<file path="src/rtl/sprite_pkg.sv">
// Shared pixel-path types: RGB565 layout and packing of two pixels per frame-buffer word.
package sprite_pkg;

  localparam int R_WIDTH         = 5;
  localparam int G_WIDTH         = 6;
  localparam int B_WIDTH         = 5;
  localparam int PIXEL_WIDTH     = R_WIDTH + G_WIDTH + B_WIDTH;
  localparam int PIXELS_PER_WORD = 2;
  localparam int WORD_WIDTH      = PIXEL_WIDTH * PIXELS_PER_WORD;

  typedef struct packed {
    logic [R_WIDTH-1:0] r;
    logic [G_WIDTH-1:0] g;
    logic [B_WIDTH-1:0] b;
  } pixel_t;

  // sel=0 picks the pixel displayed first (low half), sel=1 the second.
  function automatic pixel_t word_pixel(input logic [WORD_WIDTH-1:0] word, input logic sel);
    pixel_t p;
    if (sel) begin
      p = pixel_t'(word[WORD_WIDTH-1:PIXEL_WIDTH]);
    end else begin
      p = pixel_t'(word[PIXEL_WIDTH-1:0]);
    end
    return p;
  endfunction

endpackage

</file>
<file path="src/rtl/pixel_fifo.sv">
// Single-clock show-ahead FIFO with registered full/empty and a synchronous flush.
module pixel_fifo
  import sprite_pkg::*;
#(
  parameter int DEPTH = 16,
  parameter int WIDTH = WORD_WIDTH
) (
  input  logic             clk,
  input  logic             reset,
  input  logic             flush,
  input  logic             push,
  input  logic [WIDTH-1:0] push_data,
  input  logic             pop,
  output logic [WIDTH-1:0] head,
  output logic             full,
  output logic             empty
);

  localparam int AW = $clog2(DEPTH);
  localparam logic [AW:0] FULL_COUNT = (AW+1)'(DEPTH);

  logic [WIDTH-1:0] mem_r [DEPTH];
  logic [AW-1:0]    wr_ptr_r;
  logic [AW-1:0]    rd_ptr_r;
  logic [AW:0]      count_r;
  logic [AW:0]      count_nxt_s;
  logic             full_r;
  logic             empty_r;
  logic             do_push_s;
  logic             do_pop_s;

  assign do_push_s = push && !full_r && !flush;
  assign do_pop_s  = pop && !empty_r && !flush;

  // Occupancy for the next cycle; full/empty are registered from it.
  always_comb begin
    count_nxt_s = count_r;
    if (flush) begin
      count_nxt_s = '0;
    end else if (do_push_s && !do_pop_s) begin
      count_nxt_s = count_r + (AW+1)'(1);
    end else if (do_pop_s && !do_push_s) begin
      count_nxt_s = count_r - (AW+1)'(1);
    end else begin
      count_nxt_s = count_r;
    end
  end

  // Pointers and status flags; pointers wrap naturally since DEPTH is a power of two.
  always_ff @(posedge clk or posedge reset) begin
    if (reset) begin
      wr_ptr_r <= '0;
      rd_ptr_r <= '0;
      count_r  <= '0;
      full_r   <= 1'b0;
      empty_r  <= 1'b1;
    end else begin
      if (flush) begin
        wr_ptr_r <= '0;
        rd_ptr_r <= '0;
      end else begin
        if (do_push_s) wr_ptr_r <= wr_ptr_r + AW'(1);
        if (do_pop_s)  rd_ptr_r <= rd_ptr_r + AW'(1);
      end
      count_r <= count_nxt_s;
      full_r  <= (count_nxt_s == FULL_COUNT);
      empty_r <= (count_nxt_s == '0);
    end
  end

  // Storage array carries no reset; validity is tracked by count_r alone.
  always_ff @(posedge clk) begin
    if (do_push_s) mem_r[wr_ptr_r] <= push_data;
  end

  assign head  = mem_r[rd_ptr_r];
  assign full  = full_r;
  assign empty = empty_r;

endmodule

</file>
<file path="src/rtl/pixel_unpacker.sv">
// Buffers packed RGB565 word pairs and hands out one pixel per request, flagging underflow.
module pixel_unpacker
  import sprite_pkg::*;
#(
  parameter int          DEPTH       = 16,
  parameter logic [15:0] BLANK_COLOR = 16'h0000,
  parameter int          CNT_WIDTH   = 16
) (
  input  logic                 clk,
  input  logic                 reset,
  input  logic [31:0]          word_data,
  input  logic                 word_valid,
  output logic                 word_ready,
  input  logic                 frame_start,
  input  logic                 next_pixel_please,
  output logic [15:0]          pixel,
  output logic                 underflow,
  output logic [CNT_WIDTH-1:0] underflow_cnt
);

  logic [WORD_WIDTH-1:0] head_s;
  logic                  full_s;
  logic                  empty_s;
  logic                  push_s;
  logic                  pop_s;
  logic                  half_r;
  pixel_t                pixel_r;
  logic                  underflow_r;
  logic [CNT_WIDTH-1:0]  underflow_cnt_r;

  // The head word leaves the FIFO only once its second pixel is taken.
  assign push_s = word_valid && !full_s && !frame_start;
  assign pop_s  = next_pixel_please && !empty_s && half_r && !frame_start;

  pixel_fifo #(
    .DEPTH (DEPTH),
    .WIDTH (WORD_WIDTH)
  ) u_fifo (
    .clk       (clk),
    .reset     (reset),
    .flush     (frame_start),
    .push      (push_s),
    .push_data (word_data),
    .pop       (pop_s),
    .head      (head_s),
    .full      (full_s),
    .empty     (empty_s)
  );

  // Pixel output register, half-word selector and underflow bookkeeping.
  always_ff @(posedge clk or posedge reset) begin
    if (reset) begin
      half_r          <= 1'b0;
      pixel_r         <= pixel_t'(BLANK_COLOR);
      underflow_r     <= 1'b0;
      underflow_cnt_r <= '0;
    end else if (frame_start) begin
      half_r  <= 1'b0;
      pixel_r <= pixel_t'(BLANK_COLOR);
    end else if (next_pixel_please) begin
      if (!empty_s) begin
        pixel_r <= word_pixel(head_s, half_r);
        half_r  <= ~half_r;
      end else begin
        pixel_r     <= pixel_t'(BLANK_COLOR);
        underflow_r <= 1'b1;
        if (underflow_cnt_r != {CNT_WIDTH{1'b1}}) begin
          underflow_cnt_r <= underflow_cnt_r + CNT_WIDTH'(1);
        end
      end
    end
  end

  assign word_ready    = !full_s;
  assign pixel         = pixel_r;
  assign underflow     = underflow_r;
  assign underflow_cnt = underflow_cnt_r;

endmodule

</file>
<file path="config.mk">
export PLATFORM = sky130hd
export DESIGN_NAME = pixel_unpacker
export DESIGN_NICKNAME = d
export VERILOG_FILES = /design/src/rtl/sprite_pkg.sv /design/src/rtl/pixel_fifo.sv /design/src/rtl/pixel_unpacker.sv
export SDC_FILE = /design/constraint.sdc
export NUM_CORES = 1
export LEC_CHECK = 0
export BUFFER_PORTS_ARGS = -buffer_cell sky130_fd_sc_hd__buf_2
export CORE_ASPECT_RATIO = 2
export CORE_MARGIN = 10
export CORE_UTILIZATION = 30
export DETAILED_ROUTE_END_ITERATION = 8
export GPL_TIMING_DRIVEN = 0
export PLACE_DENSITY = 0.55
export SLEW_MARGIN = 20
export SYNTH_ARGS = -nofsm -noshare
export SYNTH_HDL_FRONTEND = slang
export SYNTH_SLANG_ARGS = --single-unit
</file>
<file path="constraint.sdc">
create_clock -name clk -period 2.5 [get_ports clk]
set_clock_uncertainty 0.05 [all_clocks]
set_input_delay 0.375 -clock clk [delete_from_list [all_inputs] [get_ports clk]]
set_output_delay 0.375 -clock clk [all_outputs]
set_load 0.02 [all_outputs]
</file>
=== Yosys cells after proc, flatten, opt, wreduce, memory -nomap -nowiden ===
Memories as Yosys holds them, arrays and structs flattened.
Index checks and enable logic that the tools add are counted.
W data, S select, Z words.

* Register bits: 49
* Memory bits (writable): 512
* Bits of input ports: 37
* Output and inout port bits: 34
* Memories: 1

{| class="wikitable"
|+ Memory list
! memory !! words !! bits a word !! read ports !! clocked after memory_dff !! wr ports !! line !! RTL
|-
| u_fifo.mem_r || 16 || 32 || 1 || 0 || 1 || pixel_fifo.sv:22 || <nowiki>logic [WIDTH-1:0] mem_r [DEPTH];</nowiki>
|}

* $add $sub $neg: 5
* Eq/ne operators: 3
* Mux-type cells: 16
* Bitwise operators: 2
* Reduce and logical (&&, ||, !) cells: 23

{| class="wikitable"
|+ Operator list
! operator !! count
|-
| $mux W16 || 4
|-
| $add A16 B1 Y16 const B || 1
|-
| $mux W4 || 4
|-
| $ne A16 B16 Y1 const B || 1
|-
| $mux W5 || 3
|-
| $logic_and A1 B1 Y1 || 11
|-
| $add A4 B1 Y4 const B || 2
|-
| $reduce_bool A2 Y1 || 3
|-
| $add A5 B1 Y5 const B || 1
|-
| $eq A5 B5 Y1 const B || 1
|-
| $logic_not A1 Y1 || 5
|-
| $logic_not A5 Y1 || 1
|-
| $mux W1 || 5
|-
| $sub A5 B1 Y5 const B || 1
|-
| $reduce_and A4 Y1 || 1
|-
| $reduce_and A3 Y1 || 1
|-
| $ne A2 B2 Y1 const B || 1
|-
| $not A1 Y1 || 2
|-
| $reduce_and A2 Y1 || 1
|}

=== Depth between registers and ports, before layout ===
Gate-level depths: netlist of run 1.

* Word-level depth: 11
* Gate-level depth with buffers: 9
* Depth with buffers taken out: 6

=== Modules after synthesis ===
A second synthesis of run 1 with hierarchy kept.

* Cells, all modules: 1,081
* Area, all modules: 22,081.2 µm²

{| class="wikitable"
|+ Modules (own cells, without submodules)
! module !! instances !! cells each !! area an instance (µm²) !! sequential area each (µm²)
|-
| pixel_fifo || 1 || 930 || 20,438.4 || 15,751.4
|-
| pixel_unpacker || 1 || 151 || 1,642.8 || 850.8
|}

=== Worst setup path before layout of run 1 ===
Ideal clock, no wire load.

* Path type: input -> register
* Start point: input port frame_start
* End point: memory u_fifo.mem_r[0][0] (netlist bit), enable pin
* Library setup time: 0.421 ns
* Arrival time: 2.346 ns
* Setup slack: -0.317 ns
* Stages: 3
* Buffers on the path: 1
* Cell sequence: buf_1 -> or3_1 -> nor2_1

* Longest elaborated chain between the ends: 6

{| class="wikitable"
|+ RTL lines
! what !! line !! RTL
|-
| from (decl) || pixel_unpacker.sv:14 || <nowiki>input logic frame_start,</nowiki>
|-
| $logic_not A1 Y1 * || pixel_fifo.sv:32, pixel_unpacker.sv:32 ||
|-
| $logic_and A1 B1 Y1 || pixel_unpacker.sv:32 || <nowiki>assign push_s = word_valid && !full_s && !frame_start;</nowiki>
|-
| $logic_and A1 B1 Y1 || pixel_fifo.sv:32 || <nowiki>assign do_push_s = push && !full_r && !flush;</nowiki>
|-
| $logic_and A1 B1 Y1 * || pixel_fifo.sv:32 ||
|-
| $mux W1 * || pixel_fifo.sv:73 || <nowiki>if (do_push_s) mem_r[wr_ptr_r] <= push_data;</nowiki>
|-
| $mux W1 (implied by the code) * || pixel_fifo.sv:73 ||
|-
| to (decl) || pixel_fifo.sv:22 ||
|}

Mark *: on every way between the ends. The rest lies on a longest branch, timed or not.

=== Final worst setup path of run 1 ===
* Start point: register u_fifo.rd_ptr_r[2]
* End point: register pixel_r (netlist bit pixel[15])

* Longest elaborated chain between the ends: 5

{| class="wikitable"
|+ RTL lines
! what !! line !! RTL
|-
| from (decl) || pixel_fifo.sv:24 || <nowiki>logic [AW-1:0] rd_ptr_r;</nowiki>
|-
| from (signal assigned) || pixel_fifo.sv:63 || <nowiki>if (do_pop_s) rd_ptr_r <= rd_ptr_r + AW'(1);</nowiki>
|-
| $mem_v2 Z16 W32 || - ||
|-
| $mux W16 || sprite_pkg.sv:20 || <nowiki>if (sel) begin</nowiki>
|-
| $mux W16 || pixel_unpacker.sv:61 || <nowiki>if (!empty_s) begin</nowiki>
|-
| $mux W16 || pixel_unpacker.sv:60 || <nowiki>end else if (next_pixel_please) begin</nowiki>
|-
| $mux W16 || pixel_unpacker.sv:57 || <nowiki>end else if (frame_start) begin</nowiki>
|-
| to (signal assigned) || pixel_unpacker.sv:59 || <nowiki>pixel_r <= pixel_t'(BLANK_COLOR);</nowiki>
|-
| to (signal assigned) || pixel_unpacker.sv:62 || <nowiki>pixel_r <= word_pixel(head_s, half_r);</nowiki>
|-
| to (signal assigned) || pixel_unpacker.sv:65 || <nowiki>pixel_r <= pixel_t'(BLANK_COLOR);</nowiki>
|-
| to (decl) || pixel_unpacker.sv:27 || <nowiki>pixel_t pixel_r;</nowiki>
|}

No other way between the ends. The select of a mux whose other input is x is not followed.
A chain may end at the register's enable or synchronous reset.

==> flow_summary.yaml, run 1 <==
worst_setup_path:
  crit_path_end_kind: "flip-flop"
  crit-reg2reg-launch: "u_fifo.rd_ptr_r[2]$_DFFE_PP0P_"
  cp.required_ns: 2.93
  worst-r2r-cell-count: 8
  timing_worst_setup_path_type: "flip-flop to flip-flop"
  start_kind: "flip-flop"
  crit_path_start: "u_fifo.rd_ptr_r[2]$_DFFE_PP0P_"
  critPathMaxFanout: 10
  worstPathArrival_ns: 2.86
  reg2reg_setup_slack_ns: 0.07
placement:
  placed_area_um2: 24300
  finalWeightedCongestion: 0.808
  detailed_place_hpwl_um: 41300
  place_worst_setup_slack_ns: -0.373
  portBuffers: 70
grt:
  grt_max_degree: 36
  gr-usage-all-layers: 0.136
  globalRoute.totalOverflow: 0
  global_route_wire_length_before_repair_um: 83600
  via_count_of_the_first_global_routing_pass: 11870
  initial_antenna_violation_count: 12
sta:
  finalHoldViolCount: 0
  max_freq_ghz: 0.412
  worst_slew_pin_slew_ns: 0.940
  report.final.setup_viol: 0
  tns_ns: 0
  setup_ws_ns: 0.0734
  timing.slew.headroom: 0.371
  grt_setup_unrepaired: "false"
  hold_slack_ns: 0.0916
  final_cycle_share: 0.971
  final_period_minus_worst_setup_slack_ns: 2.43
  report.final.slew_viol_count: 0
synth:
  synthCells: 1115
  synth.distinct_cells: 45
  ys_seq_elements: 561
  synth-edff-count: 512
  post-synth-top-count-cell: "sky130_fd_sc_hd__edfxtp_1"
  share_of_synthesized_registers_carrying_an_async_set_or_reset: 0.0873
  synth_top_area_frac: 0.698
  yosysWarnings: 0
  syn_avg_cell_area_um2: 19.7
  yosysTopAreaCell: "sky130_fd_sc_hd__edfxtp_1"
  synthesis.nets: 1160
  share_of_synthesized_area_occupied_by_flip_flops_and_latches: 0.754
  netlist_top_cells_count: "sky130_fd_sc_hd__edfxtp_1 (512), sky130_fd_sc_hd__mux4_2 (92), sky130_fd_sc_hd__mux2i_1 (67), sky130_fd_sc_hd__nand2_1 (65), sky130_fd_sc_hd__nor2_1 (49)"
  post_synth_main_area_contributors: "sky130_fd_sc_hd__edfxtp_1 (70%), sky130_fd_sc_hd__mux4_2 (9.4%), sky130_fd_sc_hd__dfrtp_1 (5.5%), sky130_fd_sc_hd__mux2i_1 (3.0%), sky130_fd_sc_hd__mux4_1 (2.0%)"
  ys_dominant_reg_cell: "sky130_fd_sc_hd__edfxtp_1"
  post_synth_instance_area_um2: 22000
clock_network:
  clk_buf_depth: 3
  clock_tree_from_tritoncts: "done"
  clkSlewWorstSetupHoldPaths_ns: 0.07
  cts_buffers: 47
  worstSkewPairLatency_ns: 0.60
  tritoncts_num_sinks: 561
  cts_htree_levels: 2
  root_buffer: "sky130_fd_sc_hd__clkbuf_16"
detailed_routing:
  drc_errors: 0
  drt_pre_antenna_iters: 5
  detailroute.wirelength.met2_um: 33400
  wirelength_um: 57900
  drtIter0Drc: 757
  top_layer: "met5"
  route.detailed.vias_per_inst: 4.92
  met3_wire_length_um: 2390
  detail_route.wirelength.met1_um: 19200
  average_wire_per_cell_in_the_routed_design_um: 25.9
  routed-via-count: 11000
  postRouteAntennaNets: 0
pwr:
  total_switching_power_w: 0.00393
  p_sw_frac: 0.214
  power-per-cell-area_nw_per_um2: 704
  share_seq_of_total_power: 0.567
  intPower_w: 0.0145
  peakVddDrop_mv: 0.422
  share_clk_of_total_power: 0.394
  comb_power_share: 0.039
  leakagePower_nw: 8.32
die:
  row_count: 140
  die-area_um2: 85300
  initial_core_util: 0.302
  fp.dieW_um: 212
  placeableCoreArea_um2: 72900
  floorplan.die.height_um: 403
  pin_count: 71
min_path:
  worst_hold_path_type: "input pin to flip-flop"
  number_of_cells_traversed_by_the_worst_hold_path: 1
  min_from: "word_data[7]"
layout:
  final_layout_size_suffix_gt1_frac: 0.262
  finalInstanceArea_um2: 26100
  combined_area_of_the_multi_input_logic_cells_um2: 5180
  area.growth.synth_to_final_pct: 18.6
  final_net_count: 1319
  seqCellArea_um2: 16600
  final.fill_count: 6730
run:
  maxCapViolCount: 0
status:
  status: "finished clean"
[critical path, cell delays in order, from the launching register on]
cell and delay (ns):
sky130_fd_sc_hd__dfrtp_1 0.34, sky130_fd_sc_hd__buf_2 0.25, sky130_fd_sc_hd__buf_2 0.31, sky130_fd_sc_hd__buf_2 0.41
sky130_fd_sc_hd__nor2_1 0.18, sky130_fd_sc_hd__a22oi_1 0.27, sky130_fd_sc_hd__nand3_2 0.21, sky130_fd_sc_hd__nand2_1 0.18
sky130_fd_sc_hd__nand3_1 0.09
[layout make-up]
cell class | instances | share of cell area
timing repair buffer | 111 | 0.0453
buffer | 53 | 0.0178
clock inverter | 24 | 0.00891
clock buffer | 62 | 0.0480
inverter | 10 | 0.00153
multi-input combinational | 490 | 0.198
sequential | 561 | 0.636
tap | 923 | 0.0442
antenna | 1 | 0.0000958
[logic make-up (layout without fill, tap and decap cells)]
logic type | after synthesis | in the layout | synth area share
mux | 182 | 182 | 0.148
flops | 561 | 561 | 0.754
compound gates | 77 | 77 | 0.0243
other cells | 0 | 1 | 0
simple gates | 202 | 202 | 0.0434
buf+inv | 64 | 260 | 0.0171
xor+xnor | 21 | 21 | 0.00836
fa+ha+maj | 8 | 8 | 0.00455
[through the flow]
| stage | util | instances | total power, W |
|---|---|---|---|
| after global placement | 0.323 | 2108 | 0.0113 |
| after global routing | 0.358 | 2234 | 0.0190 |
| after detailed placement | 0.334 | 2138 | 0.0113 |
| after floorplan | - | 1115 | 0.0110 |
| after CTS | 0.358 | 2235 | 0.0186 |
| final | 0.358 | 2235 | 0.0184 |
[worst paths after layout]
check | end
min | u_fifo.mem_r[6][7]$_DFFE_PP_
min in group asynchronous | pixel[13]$_DFFE_PP0P_
max in group asynchronous | u_fifo.empty$_DFF_PP1_
min reg2reg | underflow$_DFFE_PP0P_
max reg2reg | pixel[15]$_DFFE_PP0P_
max | pixel[15]$_DFFE_PP0P_
[per-layer routing]
layer	vias up	track usage
li1	4830	-
met5	-	0
met2	268	0.269
met3	128	0.0223
met1	5752	0.131
met4	22	0.0641
[flip-flops by register name (all words and copies together), names as in the netlist]
register         count
u_fifo.wr_ptr_r      4
u_fifo.count_r       5
pixel               16
u_fifo.full          1
u_fifo.rd_ptr_r      4
underflow            1
u_fifo.empty         1
underflow_cnt       16
half_r               1
u_fifo.mem_r       512
[power by group through the flow]
stage	clock network [W]	logic [W]	registers (W)
after floorplan	0	0.000283	0.0107
after global placement	0	0.000648	0.0106
after detailed placement	0	0.000707	0.0106
after CTS	0.00744	0.000726	0.0104
after global routing	0.00774	0.000781	0.0104
final	0.00725	0.000714	0.0104
[cells in the final DEF, fill, tap and decap left out, drive strengths merged, types with 2 or more instances in the layout]
master    netlist  final
nor3           10     10
nor3b           2      2
o21ai          15     15
a31oi           2      2
buf            41    148
nand2b         12     12
xnor2          13     13
clkinvlp        0      4
o211ai         15     15
nand3          29     29
mux2            6      6
nor2b           9      9
or4             2      2
edfxtp        512    512
and3            3      3
a21oi          16     16
mux2i          67     67
clkinv          0     16
a221oi         17     17
and2            7      7
a22oi           9      9
dfrtp          48     48
ha              8      8
nor2           49     49
inv            10     11
bufinv          0      3
nand4           9      9
clkbuf         13     76
mux4          109    109
or3             2      2
nand2          65     65
xor2            8      8
[timing repair]
| item | CTS | global route |
|---|---|---|
| setup endpoints to repair | 76 | 7 |
| hold buffers | 1 | 0 |
| endpoints found under the hold margin | 48 | 0 |
| buffers inserted | 10 | 0 |
| gates resized for setup | 32 | 19 |
| pin swaps | 5 | 2 |
No activity file was read; power rests on OpenSTA's default activity.
==> run 2, diff against run 1 <==
==> constraint.sdc (replaced) <==
create_clock -name clk -period 2.1 [get_ports clk]
set_clock_uncertainty 0.05 [all_clocks]
set_input_delay 0.315 -clock clk [delete_from_list [all_inputs] [get_ports clk]]
set_output_delay 0.315 -clock clk [all_outputs]
set_load 0.02 [all_outputs]
==> flow_summary.yaml, run 2 (synthesis results as in run 1) <==
status:
  status: "complete, but fails checks"
  violated_checks: "negative setup slack"
detailed_routing:
  route.detailed.vias_per_inst: 5.00
  drc_errors: 0
  drt_pre_antenna_iters: 5
  drtIter0Drc: 650
  wirelength_um: 59500
  postRouteAntennaNets: 0
  average_wire_per_cell_in_the_routed_design_um: 26.1
  routed-via-count: 11382
sta:
  max_freq_ghz: 0.420
  finalHoldViolCount: 0
  report.final.setup_viol: 15
  final_period_minus_worst_setup_slack_ns: 2.38
  timing.slew.headroom: 0.436
  final_cycle_share: 1.13
  report.final.slew_viol_count: 0
  grt_setup_unrepaired: "true"
  worst_slew_pin_slew_ns: 0.842
  setup_ws_ns: -0.282
worst_setup_path:
  worstPathArrival_ns: 2.75
  critical_path.max_stage_delay_ns: 0.63
  crit_path_cell_trace: "buf_12, buf_6, buf_8, mux4_2, nand2b_1, nand2_1, o211ai_1, nand3_1"
  slowest_stage: "sky130_fd_sc_hd__o211ai_1"
  start_kind: "flip-flop"
  reg2reg_setup_slack_ns: -0.28
  crit-reg2reg-capture: "pixel[7]$_DFFE_PP0P_"
  cp.required_ns: 2.47
  crit-reg2reg-launch: "u_fifo.rd_ptr_r[1]$_DFFE_PP0P_"
  crit_path_end_kind: "flip-flop"
  timing_worst_setup_path_type: "flip-flop to flip-flop"
  worst-r2r-cell-count: 8
  critPathMaxFanout: 4
layout:
  registers.top_by_ff_count: "u_fifo.mem_r"
  final_layout_size_suffix_gt1_frac: 0.328
  most-common-layout-cells: "sky130_fd_sc_hd__edfxtp_1 (512), sky130_fd_sc_hd__mux4_2 (106), sky130_fd_sc_hd__buf_2 (70), sky130_fd_sc_hd__mux2i_1 (58), sky130_fd_sc_hd__nand2_1 (51)"
  largest_register_ffs: 512
  area.growth.synth_to_final_pct: 22.3
  most_common_library_cell_in_the_layout_ignoring_fill_and_taps: "sky130_fd_sc_hd__edfxtp_1"
  final_net_count: 1365
clock_network:
  cts_buffers: 46
  clock_tree_from_tritoncts: "done"
  clkSlewWorstSetupHoldPaths_ns: 0.07
  tritoncts_num_sinks: 561
  cts_htree_levels: 2
  root_buffer: "sky130_fd_sc_hd__clkbuf_16"
  clk_buf_depth: 3
  worstSkewPairLatency_ns: 0.59
grt:
  gr-usage-all-layers: 0.138
  globalRoute.totalOverflow: 0
  initial_antenna_violation_count: 7
  via_count_of_the_first_global_routing_pass: 12264
  grt_max_degree: 42
  global_route_wire_length_before_repair_um: 85900
die:
  die-area_um2: 85300
  row_count: 140
  initial_core_util: 0.302
  floorplan.die.height_um: 403
  pin_count: 71
  fp.dieW_um: 212
  placeableCoreArea_um2: 72900
pwr:
  leakagePower_nw: 8.68
  peakVddDrop_mv: 0.625
  power-per-cell-area_nw_per_um2: 816
  p_total_w: 0.0220
min_path:
  min_delay_endpoint: "u_fifo.mem_r[4][5]$_DFFE_PP_"
  worst_hold_path_type: "input pin to flip-flop"
  number_of_cells_traversed_by_the_worst_hold_path: 1
  min_from: "word_data[5]"
placement:
  place_worst_setup_slack_ns: -0.842
  portBuffers: 70
  detailed_place_hpwl_um: 40900
  finalWeightedCongestion: 0.797
run:
  maxCapViolCount: 0
run 2: where the power goes:
group | leakage (nW) | switching, W | internal [W]
logic | 2.70 | 0.000571 | 0.000334
clock network | 0.725 | 0.00398 | 0.00467
registers | 5.26 | 0.000104 | 0.0123
total | 8.68 | 0.00466 | 0.0173
run 2: critical path, delay by kind of cell, from the launching register on:
kind	cells	cell delay, ns
AND/OR/NAND/NOR	3	0.28
flip-flops	1	0.39
AO/OA/AOI/OAI	1	0.63
buffers and inverters	3	0.37
multiplexers	1	0.49
run 2: area by class of cell:
| cell class | count | area (µm²) |
|---|---|---|
| fill | 6650 | 45900 |
| antenna | 1 | 2.50 |
| inverter | 10 | 40.0 |
| sequential | 561 | 16600 |
| clock inverter | 21 | 200 |
| multi-input combinational | 490 | 5330 |
| clock buffer | 61 | 1280 |
| buffer | 52 | 628 |
| tap | 923 | 1150 |
| timing repair buffer | 159 | 1690 |
run 2: per-layer routing:
metal,global-route usage,part of all wire
met1,0.143,0.35
met2,0.270,0.58
met3,0.0188,0.041
met4,0.0551,0.035
met5,0,0.00094
run 2: repair_timing:
action                     4_1_cts  5_1_grt
setup endpoints to repair      376      101
hold endpoints to repair        48        0
pin swaps                       43       29
cloned                           1        1
gates resized for setup        162       21
setup buffers                   48       11
hold buffers                     1        0
run 2: stage by stage:
step,utilization,hold WS [ns],TNS [ns],cells,cell area (µm²)
floorplan,-,0.364,-46.49,1115,22100
CTS,0.367,0.0233,-2.21,2267,26800
finish,0.370,0.0490,-2.18,2278,26900
detailed placement,0.333,0.198,-114.01,2136,24300
global placement,0.324,0.395,-639.90,2108,23600
global route,0.369,0.0411,-3.28,2277,26900
run 2: worst max path at each step:
| stage | start | to | slack (ns) | cells after the start |
|---|---|---|---|---|
| floorplan | frame_start | u_fifo.mem_r[0][0]$_DFFE_PP_ | -0.17 | 3 |
| global placement | word_valid | u_fifo.mem_r[8][14]$_DFFE_PP_ | -1.66 | 5 |
| detailed placement | frame_start | pixel[6]$_DFFE_PP0P_ | -0.84 | 6 |
| CTS | u_fifo.rd_ptr_r[1]$_DFFE_PP0P_ | pixel[6]$_DFFE_PP0P_ | -0.28 | 7 |
| global route | u_fifo.rd_ptr_r[1]$_DFFE_PP0P_ | pixel[6]$_DFFE_PP0P_ | -0.29 | 7 |
| finish | u_fifo.rd_ptr_r[1]$_DFFE_PP0P_ | pixel[7]$_DFFE_PP0P_ | -0.28 | 8 |
==> run 3, diff against run 2 <==
--- a/config.mk
+++ b/config.mk
@@ -11,8 +11,7 @@
 export CORE_UTILIZATION = 30
 export DETAILED_ROUTE_END_ITERATION = 8
 export GPL_TIMING_DRIVEN = 0
-export PLACE_DENSITY = 0.55
-export SLEW_MARGIN = 20
+export SLEW_MARGIN = 10
 export SYNTH_ARGS = -nofsm -noshare
 export SYNTH_HDL_FRONTEND = slang
 export SYNTH_SLANG_ARGS = --single-unit
==> constraint.sdc (replaced) <==
create_clock -name clk -period 2.1 [get_ports clk]
set_clock_uncertainty 0.05 [all_clocks]
set_input_delay 0.21 -clock clk [delete_from_list [all_inputs] [get_ports clk]]
set_output_delay 0.21 -clock clk [all_outputs]
set_load 0.02 [all_outputs]
==> flow_summary.yaml, run 3 (synthesis results as in run 1) <==
status:
  status: "complete, but fails checks"
  violated_checks: "negative setup slack"
placement:
  detailed_place_hpwl_um: 40100
  finalWeightedCongestion: 0.799
  portBuffers: 70
  placed_cells: 2126
  place_worst_setup_slack_ns: -0.746
detailed_routing:
  routed-via-count: 11324
  drt_pre_antenna_iters: 7
  wirelength_um: 58100
  drtIter0Drc: 815
  postRouteAntennaNets: 0
  route.detailed.vias_per_inst: 4.92
  drc_errors: 0
  average_wire_per_cell_in_the_routed_design_um: 25.3
pwr:
  p_sw_frac: 0.206
  leakagePower_nw: 8.76
  peakVddDrop_mv: 0.558
  total_switching_power_w: 0.00466
  share_seq_of_total_power: 0.550
  power-per-cell-area_nw_per_um2: 832
  share_clk_of_total_power: 0.408
  comb_power_share: 0.042
  intPower_w: 0.0179
worst_setup_path:
  reg2reg_setup_slack_ns: -0.20
  critical_path.max_stage_delay_ns: 0.62
  cp.required_ns: 2.48
  slowest_stage: "sky130_fd_sc_hd__o211ai_1"
  cp_num_buf_inv: 2
  crit_path_cell_trace: "buf_12, buf_12, mux4_2, nand2_1, nand2_1, o211ai_1, nand3_1"
  timing_worst_setup_path_type: "flip-flop to flip-flop"
  start_kind: "flip-flop"
  critPathMaxFanout: 6
  worstPathArrival_ns: 2.67
  crit-reg2reg-capture: "pixel[6]$_DFFE_PP0P_"
  worst-r2r-cell-count: 7
  crit-reg2reg-launch: "u_fifo.rd_ptr_r[1]$_DFFE_PP0P_"
  crit_path_end_kind: "flip-flop"
  critPathTopFamily: "compound AO/OA/AOI/OAI gates"
die:
  floorplan.die.height_um: 403
  fp.dieW_um: 212
  pin_count: 71
  die-area_um2: 85300
  placeableCoreArea_um2: 72900
  row_count: 140
  initial_core_util: 0.302
min_path:
  min_delay_endpoint: "underflow_cnt[10]$_DFFE_PP0P_"
  min_from: "frame_start"
  worst_hold_path_type: "input pin to flip-flop"
  number_of_cells_traversed_by_the_worst_hold_path: 5
layout:
  registers.top_by_ff_count: "u_fifo.mem_r"
  most-common-layout-cells: "sky130_fd_sc_hd__edfxtp_1 (512), sky130_fd_sc_hd__mux4_2 (107), sky130_fd_sc_hd__buf_2 (74), sky130_fd_sc_hd__mux2i_1 (59), sky130_fd_sc_hd__nand2_1 (55)"
  final_net_count: 1384
  most_common_library_cell_in_the_layout_ignoring_fill_and_taps: "sky130_fd_sc_hd__edfxtp_1"
  final_layout_size_suffix_gt1_frac: 0.311
  area.growth.synth_to_final_pct: 23.3
  final.fill_count: 6606
  largest_register_ffs: 512
  finish.cell_count_without_fillers: 2301
sta:
  max_freq_ghz: 0.435
  worst_slew_pin_slew_ns: 0.860
  final_period_minus_worst_setup_slack_ns: 2.30
  report.final.slew_viol_count: 0
  finalHoldViolCount: 0
  final_cycle_share: 1.09
  grt_setup_unrepaired: "true"
  tns_ns: -1.88
  report.final.setup_viol: 15
  timing.slew.headroom: 0.425
  setup_ws_ns: -0.197
grt:
  globalRoute.totalOverflow: 0
  global_route_wire_length_before_repair_um: 84900
  grt_max_degree: 50
  initial_antenna_violation_count: 3
  via_count_of_the_first_global_routing_pass: 12400
  gr-usage-all-layers: 0.136
clock_network:
  clk_buf_depth: 3
  clkSlewWorstSetupHoldPaths_ns: 0.07
  tritoncts_num_sinks: 561
  cts_buffers: 46
  worstSkewPairLatency_ns: 0.59
  clock_tree_from_tritoncts: "done"
  root_buffer: "sky130_fd_sc_hd__clkbuf_16"
  cts_htree_levels: 2
run:
  maxCapViolCount: 0
-- run 3: how the worst max path moves through the flow --
| stage | cells past startpoint | from | slack, ns | endpoint |
|---|---|---|---|---|
| final | 7 | u_fifo.rd_ptr_r[1]$_DFFE_PP0P_ | -0.20 | pixel[6]$_DFFE_PP0P_ |
| after floorplan | 4 | u_fifo.full$_DFF_PP0_ | -0.14 | u_fifo.mem_r[7][0]$_DFFE_PP_ |
| after global routing | 9 | u_fifo.rd_ptr_r[1]$_DFFE_PP0P_ | -0.25 | pixel[8]$_DFFE_PP0P_ |
| after global placement | 4 | u_fifo.full$_DFF_PP0_ | -1.57 | u_fifo.mem_r[11][14]$_DFFE_PP_ |
| after detailed placement | 8 | u_fifo.rd_ptr_r[2]$_DFFE_PP0P_ | -0.75 | pixel[6]$_DFFE_PP0P_ |
| after CTS | 9 | u_fifo.rd_ptr_r[1]$_DFFE_PP0P_ | -0.26 | pixel[6]$_DFFE_PP0P_ |
-- run 3: power groups by stage --
stage | clock, W | combinational [W] | sequential [W]
after global placement | 0 | 0.000770 | 0.0127
after floorplan | 0 | 0.000341 | 0.0127
after global routing | 0.00979 | 0.00102 | 0.0124
after CTS | 0.00940 | 0.000941 | 0.0124
final | 0.00922 | 0.000947 | 0.0124
after detailed placement | 0 | 0.000830 | 0.0127
-- run 3: what timing repair did --
item,4_1_cts,5_1_grt
pin swaps,45,28
gates resized for setup,137,32
hold buffers,37,0
hold endpoints to repair,563,0
cloned,1,1
endpoints found under the setup margin,501,36
setup buffers,47,3
-- run 3: worst register-to-register path, stage by stage (launching register included) --
cell and delay [ns]:
sky130_fd_sc_hd__dfrtp_1 0.40, sky130_fd_sc_hd__buf_12 0.17, sky130_fd_sc_hd__buf_12 0.14, sky130_fd_sc_hd__mux4_2 0.49, sky130_fd_sc_hd__nand2_1 0.07, sky130_fd_sc_hd__nand2_1 0.06, sky130_fd_sc_hd__o211ai_1 0.62, sky130_fd_sc_hd__nand3_1 0.15
-- run 3: layout make-up --
cell class	count	area, µm²	area share
plain buffers	53	617	0.0227
clock buffers	60	1220	0.0451
inverters	10	40.0	0.00147
multi-input cells	490	5330	0.196
well taps	923	1150	0.0425
flip-flops and latches	561	16600	0.611
diodes	3	7.51	0.000276
repair buffers	177	1820	0.0669
clock inverters	24	365	0.0135
-- run 3: metal layers --
metal  part of all wire  GRT usage  up-vias
met1               0.34      0.136     5975
met4              0.044     0.0634        2
met5            0.00021          0        -
li1                   -          -     4934
met3              0.035     0.0155      112
met2               0.58      0.269      301
-- run 3: per-stage QoR --
| stage | hold WS [ns] | instance area [µm²] | util | power [W] |
|---|---|---|---|---|
| 2_1_floorplan | 0.259 | 22100 | - | 0.0131 |
| 3_3_place_gp | 0.397 | 23600 | 0.324 | 0.0134 |
| 3_5_place_dp | 0.346 | 24000 | 0.330 | 0.0135 |
| 4_1_cts | 0.172 | 27000 | 0.370 | 0.0228 |
| 5_1_grt | 0.234 | 27100 | 0.373 | 0.0232 |
| 6_report | 0.188 | 27200 | 0.373 | 0.0226 |
